**src/rtl/wb_pkg.sv**
```systemverilog
`default_nettype none
// +----------------------------------------------------------------------------+
// | wb_pkg : shared defaults and types for the regfile write-back stage        |
// | Rev 1.0                                                                    |
// +----------------------------------------------------------------------------+
package wb_pkg;

  localparam int WB_NREG  = 32;
  localparam int WB_XLEN  = 32;
  localparam int WB_CNT_W = 2;
  localparam int WB_IDX_W = $clog2(WB_NREG);

  typedef enum logic {
    SRC_ALU = 1'b0,
    SRC_LSU = 1'b1
  } src_e;

  typedef struct packed {
    logic [WB_IDX_W-1:0] rd;
    logic [WB_XLEN-1:0]  data;
  } wb_req_t;

  // Round-robin: on a conflict the producer that did not win last time goes next.
  function automatic src_e other_src(input src_e s);
    return (s == SRC_ALU) ? SRC_LSU : SRC_ALU;
  endfunction

endpackage
`default_nettype wire

```
**src/rtl/wb_scoreboard.sv**
```systemverilog
`default_nettype none
// +----------------------------------------------------------------------------+
// | wb_scoreboard : per-register outstanding-write counters, RAW lookups,      |
// |                 saturation check and sticky underflow flag                 |
// | Rev 1.0                                                                    |
// +----------------------------------------------------------------------------+
module wb_scoreboard
  import wb_pkg::*;
#(
  parameter int NREG  = WB_NREG,
  parameter int CNT_W = WB_CNT_W,
  localparam int IDX_W = $clog2(NREG)
) (
  input  logic             clk,
  input  logic             rst,
  input  logic             i_mark,
  input  logic [IDX_W-1:0] i_mark_rd,
  input  logic             i_retire,
  input  logic [IDX_W-1:0] i_retire_rd,
  input  logic [IDX_W-1:0] i_chk_rs1,
  input  logic [IDX_W-1:0] i_chk_rs2,
  output logic             o_issue_ok,
  output logic             o_rs1_busy,
  output logic             o_rs2_busy,
  output logic             o_err_underflow
);

  localparam logic [CNT_W-1:0] c_cnt_max = '1;

  logic [CNT_W-1:0] r_cnt     [NREG];
  logic [CNT_W-1:0] w_cnt_nxt [NREG];
  logic [NREG-1:0]  w_inc;
  logic [NREG-1:0]  w_dec;
  logic             w_mark_en;
  logic             w_uf;
  logic             r_err;

  // x0 is never marked, so its counter stays 0 and it always reads not-busy.
  assign o_issue_ok = (i_mark_rd == '0) || (r_cnt[i_mark_rd] != c_cnt_max);
  assign w_mark_en  = i_mark && (i_mark_rd != '0) && o_issue_ok;
  assign o_rs1_busy = (r_cnt[i_chk_rs1] != '0);
  assign o_rs2_busy = (r_cnt[i_chk_rs2] != '0);
  assign o_err_underflow = r_err;

  for (genvar g = 0; g < NREG; g++) begin : g_sel
    assign w_inc[g] = w_mark_en && (i_mark_rd == IDX_W'(g));
    assign w_dec[g] = i_retire && (i_retire_rd == IDX_W'(g));
  end

  always_comb begin
    w_uf = 1'b0;
    for (int i = 0; i < NREG; i++) begin
      w_cnt_nxt[i] = r_cnt[i];
      if (w_inc[i] && !w_dec[i]) begin
        w_cnt_nxt[i] = r_cnt[i] + CNT_W'(1);
      end else if (w_dec[i] && !w_inc[i] && (r_cnt[i] != '0)) begin
        w_cnt_nxt[i] = r_cnt[i] - CNT_W'(1);
      end
      if (w_dec[i] && (r_cnt[i] == '0)) begin
        w_uf = 1'b1;
      end
    end
  end

  always_ff @(posedge clk or negedge rst) begin
    if (!rst) begin
      for (int i = 0; i < NREG; i++) begin
        r_cnt[i] <= '0;
      end
      r_err <= 1'b0;
    end else begin
      for (int i = 0; i < NREG; i++) begin
        r_cnt[i] <= w_cnt_nxt[i];
      end
      if (w_uf) begin
        r_err <= 1'b1;
      end
    end
  end

endmodule
`default_nettype wire

```
**src/rtl/regfile_writeback.sv**
```systemverilog
`default_nettype none
// +----------------------------------------------------------------------------+
// | regfile_writeback : ALU/LSU round-robin write-back arbiter with a one-     |
// |                     cycle register-file write port and RAW scoreboard      |
// | Rev 1.0                                                                    |
// +----------------------------------------------------------------------------+
module regfile_writeback
  import wb_pkg::*;
#(
  parameter int NREG  = WB_NREG,
  parameter int XLEN  = WB_XLEN,
  parameter int CNT_W = WB_CNT_W,
  localparam int IDX_W = $clog2(NREG)
) (
  input  logic             clk,
  input  logic             rst,
  input  logic             hold,
  input  logic             alu_valid,
  output logic             alu_ready,
  input  logic [IDX_W-1:0] alu_rd,
  input  logic [XLEN-1:0]  alu_data,
  input  logic             lsu_valid,
  output logic             lsu_ready,
  input  logic [IDX_W-1:0] lsu_rd,
  input  logic [XLEN-1:0]  lsu_data,
  input  logic             issue_mark,
  input  logic [IDX_W-1:0] issue_rd,
  output logic             issue_ok,
  input  logic [IDX_W-1:0] chk_rs1,
  input  logic [IDX_W-1:0] chk_rs2,
  output logic             rs1_busy,
  output logic             rs2_busy,
  output logic             wen,
  output logic [IDX_W-1:0] rd,
  output logic [XLEN-1:0]  wdata,
  output logic             err_underflow
);

  src_e             r_last_grant;
  src_e             w_winner;
  logic             w_conflict;
  logic             w_alu_gnt;
  logic             w_lsu_gnt;
  logic             w_xfer;
  logic             w_retire;
  wb_req_t          w_sel;
  logic             r_wen;
  logic [IDX_W-1:0] r_rd;
  logic [XLEN-1:0]  r_wdata;

  assign w_conflict = alu_valid && lsu_valid;
  assign w_winner   = other_src(r_last_grant);

  always_comb begin
    w_alu_gnt = 1'b0;
    w_lsu_gnt = 1'b0;
    if (!hold) begin
      if (w_conflict) begin
        w_alu_gnt = (w_winner == SRC_ALU);
        w_lsu_gnt = (w_winner == SRC_LSU);
      end else begin
        w_alu_gnt = alu_valid;
        w_lsu_gnt = lsu_valid;
      end
    end
  end

  always_comb begin
    w_sel.rd   = alu_rd;
    w_sel.data = alu_data;
    if (w_lsu_gnt) begin
      w_sel.rd   = lsu_rd;
      w_sel.data = lsu_data;
    end
  end

  assign alu_ready = w_alu_gnt;
  assign lsu_ready = w_lsu_gnt;
  assign w_xfer    = w_alu_gnt || w_lsu_gnt;
  // Results aimed at x0 are consumed but never written nor retired.
  assign w_retire  = w_xfer && (w_sel.rd != '0);

  always_ff @(posedge clk or negedge rst) begin
    if (!rst) begin
      r_last_grant <= SRC_ALU;
      r_wen        <= 1'b0;
      r_rd         <= '0;
      r_wdata      <= '0;
    end else begin
      r_wen <= w_retire;
      if (w_retire) begin
        r_rd    <= w_sel.rd;
        r_wdata <= w_sel.data;
      end
      if (!hold && w_conflict) begin
        r_last_grant <= w_winner;
      end
    end
  end

  assign wen   = r_wen;
  assign rd    = r_rd;
  assign wdata = r_wdata;

  wb_scoreboard #(
    .NREG  (NREG),
    .CNT_W (CNT_W)
  ) u_scoreboard (
    .clk             (clk),
    .rst             (rst),
    .i_mark          (issue_mark),
    .i_mark_rd       (issue_rd),
    .i_retire        (w_retire),
    .i_retire_rd     (w_sel.rd),
    .i_chk_rs1       (chk_rs1),
    .i_chk_rs2       (chk_rs2),
    .o_issue_ok      (issue_ok),
    .o_rs1_busy      (rs1_busy),
    .o_rs2_busy      (rs2_busy),
    .o_err_underflow (err_underflow)
  );

endmodule
`default_nettype wire

```
**config.mk**
```make
export PLATFORM = sky130hd
export DESIGN_NAME = regfile_writeback
export DESIGN_NICKNAME = d
export VERILOG_FILES = /design/src/rtl/wb_pkg.sv /design/src/rtl/wb_scoreboard.sv /design/src/rtl/regfile_writeback.sv
export SDC_FILE = /design/constraint.sdc
export NUM_CORES = 1
export LEC_CHECK = 0
export ABC_AREA = 1
export ABC_CLOCK_PERIOD_IN_PS = 4900
export CAP_MARGIN = 20
export CORE_MARGIN = 10
export CORE_UTILIZATION = 49
export CTS_BUF_LIST = sky130_fd_sc_hd__clkbuf_2 sky130_fd_sc_hd__clkbuf_4 sky130_fd_sc_hd__clkbuf_8
export CTS_CLUSTER_SIZE = 14
export DETAILED_ROUTE_END_ITERATION = 12
export GPL_TIMING_DRIVEN = 0
export HOLD_SLACK_MARGIN = 0.12
export PLACE_DENSITY = 0.81
export SLEW_MARGIN = 10
export SYNTH_ARGS = -nofsm -noshare
export SYNTH_HDL_FRONTEND = slang
export SYNTH_HIERARCHICAL = 1
export SYNTH_SLANG_ARGS = --single-unit
export TNS_END_PERCENT = 50
```
**constraint.sdc**
```tcl
create_clock -name clk -period 4.9 [get_ports clk]
set_input_delay 1.47 -clock clk [delete_from_list [all_inputs] [get_ports clk]]
set_output_delay 1.47 -clock clk [all_outputs]
set_load 0.005 [all_outputs]
```
==> results by group, run 1 <==
Run status
  – Status: complete, no violations

Critical path
  – Worst EP arrival: 3.33 ns
  – WP data required: 3.43 ns
  – FF-to-FF path depth: 17
  – Startpoint Class: primary input
  – Setup crit end kind: output pin
  – WS Path Type: in2out
  – CP max FO: 5
  – R2R setup slack: 1.53 ns

Power and ir drop
  – Combinational power share: 45.0%
  – Power, Total: 3543 uW
  – Clock power frac: 15.9%
  – Worst vdd ir: 230.1 uV
  – Part of the power in registers: 39.2%
  – Pint: 1882 uW
  – Sw Pwr: 1661 uW
  – PwrDens: 355.7 mW/mm^2
  – Sw Ratio: 46.88%
  – Leakage power: 0.005101 uW

Clocking
  – CTS tree: built
  – Clock latency on the worst-skew pair: 0.40 ns
  – Clock Sinks: 104
  – H-tree depth: 3
  – Root buffer cell: clkbuf_8
  – Worst-path clk slew: 0.10 ns
  – CTS Buf Count: 9
  – Clock Tree Buf Depth: 2

Placement
  – Placed Area: 0.009718 sq mm
  – Port bufs: 134
  – GP Congestion: 1.008
  – Hpwl dp: 25.83 mm
  – Dpl cells: 1651

Timing
  – Clock skew: 0.01466 ns
  – Minimum clock period: 4.804 ns
  – Pins Over Slew Limit: 0
  – Slew headroom: 55.76%
  – FMAX: 208.2 MHz
  – Slew @ Worst Pin: 0.6636 ns
  – Final Cycle Share: 98.04%
  – Hold Fails Final Rpt: 0
  – RSZ-0062 raised after global routing: no
  – Final setup vio count: 0
  – WHS: 0.5018 ns

GRT
  – Number of global-route vias before repair: 8711
  – First-pass GRT wire length: 48.73 mm
  – Antenna violations before repair: 0
  – Total gr overflow: 0
  – Total GRT Usage: 28.31%
  – Pin count of the biggest net entering global routing: 81

Layout
  – Fin area: 0.009958 sq mm
  – Multi-input logic area: 0.004569 sq mm
  – Layout net count: 1541
  – Filler cells: 1625
  – Antenna Cells: 0
  – Synthesis-to-finish area growth: 23.28%
  – Share of post-route cells with drive strength above 1: 9.304%
  – Register area: 0.002603 sq mm
  – Non-Filler Instances: 1667

Drt
  – WL final: 31.90 mm
  – Initial drt markers: 905
  – Wire length per cell: 19.14 um
  – Vias/cell: 5.530
  – Final antenna-violating net count: 0
  – DRT Pass-1 Iters: 5
  – Drt drc: 0
  – Vias: 9218

Floorplanning
  – FP Rows: 46
  – Die width: 148.4 um
  – I/O pin count: 139
  – Die footprint: 0.02202 sq mm
  – Core area: 0.01600 sq mm
  – Height of the die: 148.4 um
  – Starting Density: 50.48%

Logic synthesis
  – Distinct cells, synth: 38
  – Ys async rst share: 100.0%
  – Seq/Total Area, Yosys: 32.22%
  – Yosys top cell by area: dfrtp_1
  – Yosys warnings: 6
  – Syn Std Cell Area: 0.008078 sq mm
  – Synth Flop Type: dfrtp_1
  – Post-synthesis net count: 1395
  – Area contributors post-synth: dfrtp_1 (32%), nand2_1 (20%), nand3_1 (9.2%)
  – Share of the synthesized area in the top cell type: 32.22%
  – EDFF count, synth: 0
  – Yosys reg bits: 104
  – Cells after synthesis: 1300
  – Top-count cell post-synth: nand2_1
  – Post-synth top cells: nand2_1 (437), nor2_1 (154), inv_1 (148), nand3_1 (148), dfrtp_1 (104)
  – Mapped Avg Cell Area: 6.214 sq um

Hold path
  – Hold Path Stages: 2
  – Hold Crit Class: reg2reg

Job
  – Max Cap Viol: 0
-- area by class of cell --
| class | instances | share of cell area, % |
|---|---|---|
| Inverter | 157 | 5.968 |
| Buffer | 46 | 3.355 |
| Clock buffer | 9 | 1.244 |
| Timing Repair Buffer | 137 | 13.97 |
| Multi-Input combinational cell | 991 | 45.89 |
| Sequential cell | 104 | 26.13 |
| Clock inverter | 7 | 0.7287 |
| Tap cell | 216 | 2.714 |
-- worst max-delay path, stage by stage --
cell and delay [ns]:
clkdlybuf4s50_1 0.61, nand2_1 0.21, inv_1 0.16, nand2_1 0.09
nand2_1 0.09, nor2_2 0.05, nand2_4 0.06, nand2_1 0.05
nand2_1 0.05, clkdlybuf4s50_1 0.50
-- cells in the final DEF, fill, tap and decap left out, types with 4 or more instances in the layout --
master,count
clkdlybuf4s50_1,129
inv_1,146
nand4_1,35
a211oi_1,5
or2_2,6
clkbuf_8,10
o21ai_1,21
nor2_1,152
o21ai_0,59
buf_4,8
nor3_1,5
buf_6,12
nand2_2,20
clkbuf_2,4
buf_2,12
nor2_2,8
nand2_4,7
o22ai_1,4
nand2_1,436
nand3_2,22
nand3_1,148
a21oi_1,42
o211ai_1,4
dfrtp_1,104
inv_2,7
clkbuf_1,6
-- metrics by stage --
stage	setup TNS [ns]	utilization [%]	worst slack, ns
final	0	62.24	0.09628
after global routing	0	62.24	0.01324
after CTS	-0.04207	62.13	-0.04207
after detailed placement	-1.073	60.74	-0.3322
after global placement	-181.31	60.56	-1.749
after floorplan	0	-	0.7320
-- path summary, 6_finish.rpt --
check,start,end
worst min register to register,u_scoreboard/r_cnt[5],u_scoreboard/r_cnt[5]
worst max register to register,r_last_grant,u_scoreboard/o_err_underflow
min in group asynchronous,rst,u_scoreboard/r_cnt[0]
worst max-delay path,issue_rd[3],issue_ok
worst min-delay path,u_scoreboard/r_cnt[5],u_scoreboard/r_cnt[5]
max in group asynchronous,rst,u_scoreboard/r_cnt[50]
-- sequential cells by signal (all words and copies together), names as in the netlist --
signal                        flops
u_scoreboard/o_err_underflow      1
u_scoreboard/r_cnt               64
wdata                            32
rd                                5
wen                               1
r_last_grant                      1
-- power by group through the flow --
stage | clock network, uW | logic [uW] | registers, uW
3_5_place_dp | 0 | 1550 | 1390
6_report | 563 | 1590 | 1390
4_1_cts | 575 | 1560 | 1370
3_3_place_gp | 0 | 1530 | 1380
2_1_floorplan | 0 | 917 | 1320
5_1_grt | 599 | 1730 | 1420
-- layer usage --
| layer | GRT usage (%) | routed length, um | share of wire, % |
|---|---|---|---|
| met1 | 33.86 | 13050 | 41 |
| met2 | 47.91 | 14970 | 47 |
| met3 | 7.100 | 2754 | 8.6 |
| met4 | 10.65 | 1137 | 3.6 |
| met5 | 0 | 0 | 0 |
-- cells by family after synthesis --
group	share of synthesized area [%]
flip-flops	32.22
XOR/XNOR	0.1084
AO/OA/AOI/OAI	9.418
buffers and inverters	11.37
AND/OR/NAND/NOR	46.89
-- timing repair --
action	CTS	global route
pin swaps	2	1
endpoints found under the hold margin	0	0
hold buffers	0	0
gates resized for setup	14	13
gates cloned	0	0
setup buffers	2	0
setup endpoints to repair	3	4
(Power assumes the default switching activity.)
==> run 2, diff against run 1 <==
Settings changed: GPL_ROUTABILITY_DRIVEN set to 1, TNS_END_PERCENT 50 to 10.
==> run 2 against run 1 <==
Net effect: count of clock-buffer cells in the layout is the same; clock skew barely moved; global-route usage did not move; wire length about the same; clock power is essentially flat; design area hardly changed; register-to-register slack barely moved; fmax hardly changed; critical path depth unchanged; highest routed layer unchanged; first-iteration DRC count decreased by 0.44%; cell count stayed put; combinational power about the same; critical endpoint unchanged.
==> results by group, run 2 (same netlist as run 1, synthesis figures left out) <==
Run status
  – Status: complete, no violations

Timing
  – RSZ-0062 raised after global routing: yes
  – Final setup vio count: 0
  – Final Cycle Share: 97.94%
  – Clock skew: 0.01481 ns
  – Setup TNS: 0 ns
  – Hold Fails Final Rpt: 0
  – Minimum clock period: 4.799 ns
  – Pins Over Slew Limit: 0
  – Slew headroom: 55.77%
  – Slew @ Worst Pin: 0.6635 ns
  – FMAX: 208.4 MHz

Critical path
  – WP data required: 3.43 ns
  – Slowest CP cell: clkdlybuf4s50_1
  – CP max FO: 5
  – Setup crit end kind: output pin
  – Worst EP arrival: 3.33 ns
  – Crit path largest cell delay: 0.60 ns
  – Most used cell, CP: nand2_1
  – Startpoint Class: primary input
  – WS Path Type: in2out
  – Crit path cell chain: clkdlybuf4s50_1 -> nand2_1 -> inv_1 -> nand2_1 -> nand2_1 -> nor2_2 -> nand2_4 -> nand2_1 -> nand2_1 -> clkdlybuf4s50_1

GRT
  – Antenna violations before repair: 0
  – Pin count of the biggest net entering global routing: 81
  – Total gr overflow: 0
  – First-pass GRT wire length: 48.73 mm
  – Number of global-route vias before repair: 8711
  – Total GRT Usage: 28.31%

Power and ir drop
  – Sw Pwr: 1662 uW
  – Leakage power: 0.005098 uW
  – Part of the power in registers: 39.2%
  – Worst vdd ir: 230.2 uV
  – Pint: 1882 uW
  – Sw Ratio: 46.91%
  – PwrDens: 355.9 mW/mm^2
  – Combinational power share: 45.0%
  – Clock power frac: 15.9%

Drt
  – Initial drt markers: 901
  – Wire length per cell: 19.15 um
  – Highest routed metal layer: met4
  – Final antenna-violating net count: 0
  – Met2 routed wirelength: 14.95 mm
  – DRT Pass-1 Iters: 6
  – Drt drc: 0
  – M1 WL: 12.99 mm
  – WL final: 31.92 mm
  – Vias: 9203
  – Met3 Wirelength: 2.826 mm
  – Vias/cell: 5.521

Clocking
  – Hold_buf cts: 0
  – H-tree depth: 3
  – Root buffer cell: clkbuf_8
  – Clock latency on the worst-skew pair: 0.40 ns
  – Clock Sinks: 104
  – Clock Tree Buf Depth: 2
  – CTS tree: built
  – CTS Buf Count: 9
  – Worst-path clk slew: 0.12 ns

Floorplanning
  – Die width: 148.4 um
  – Height of the die: 148.4 um
  – Starting Density: 50.48%
  – I/O pin count: 139
  – Core area: 0.01600 sq mm
  – Die footprint: 0.02202 sq mm
  – FP Rows: 46

Job
  – Max Cap Viol: 0

Layout
  – Filler cells: 1626
  – Most common cell after layout, fill and taps aside: nand2_1
  – Commonest cells after routing, fill and taps aside: nand2_1 (436), nor2_1 (152), nand3_1 (148)
  – Largest register FFs: 64
  – Layout net count: 1541
  – Share of post-route cells with drive strength above 1: 9.235%
  – Multi-input logic area: 0.004569 sq mm
  – Largest reg by FF count: u_scoreboard/r_cnt
  – Antenna Cells: 0
  – Post-layout util: 62.23%
  – Synthesis-to-finish area growth: 23.27%
  – Register area: 0.002603 sq mm

Hold path
  – Hold Crit Class: reg2reg

Placement
  – Hpwl dp: 25.83 mm
  – Port bufs: 134
  – GP Congestion: 1.008
## run 2: layout make-up
type | count | area share [%]
Buffer | 46 | 3.343
Clock buffer | 9 | 1.244
Clock inverter | 7 | 0.7288
Inverter | 157 | 5.969
Multi-Input combinational cell | 991 | 45.89
Sequential cell | 104 | 26.14
Tap cell | 216 | 2.714
Timing Repair Buffer | 137 | 13.97
## run 2: final timing paths
path                                        startpoint                      endpoint  slack [ns]  cells past startpoint
worst max-delay path                       issue_rd[3]                      issue_ok        0.10                     10
worst min-delay path            u_scoreboard/r_cnt[55]        u_scoreboard/r_cnt[55]        0.50                      2
worst max register to register            r_last_grant  u_scoreboard/o_err_underflow        1.53                     17
worst min register to register  u_scoreboard/r_cnt[55]        u_scoreboard/r_cnt[55]        0.50                      2
max in group asynchronous                          rst        u_scoreboard/r_cnt[50]        3.30                      2
min in group asynchronous                          rst         u_scoreboard/r_cnt[0]        0.92                      1
## run 2: stage by stage
stage	power, uW	cell area (sq um)	cells	worst slack (ns)	hold WS, ns
6_report	3544	9957	1667	0.1009	0.5037
2_1_floorplan	2232	8078	1300	0.7320	0.4459
5_1_grt	3751	9957	1667	-0.02132	0.5236
3_3_place_gp	2908	9689	1650	-1.749	0.4626
4_1_cts	3505	9941	1667	-0.04207	0.5036
3_5_place_dp	2937	9718	1651	-0.3322	0.4768
## run 2: worst max-delay path: cells and delay by family
family | cells | cell delay, ns
buf+inv | 3 | 1.26
simple gates | 7 | 0.60
## run 2: power groups by stage
stage               Combinational [uW]  Sequential [uW]  Clock [uW]
floorplan                          917             1320           0
global placement                  1530             1380           0
detailed placement                1550             1390           0
CTS                               1560             1370         575
global route                      1730             1420         599
finish                            1590             1390         562
## run 2: layer usage
layer	track usage (%)	vias to the layer above
li1	-	4443
met3	7.100	69
met2	47.91	421
met4	10.65	0
met1	33.86	4270
met5	0	-
## run 2: timing repair
item / CTS / global route
gates cloned: 0 / 0
setup endpoints to repair: 3 / 4
pin swaps: 2 / 1
setup buffers: 2 / 0
gates resized for setup: 14 / 11
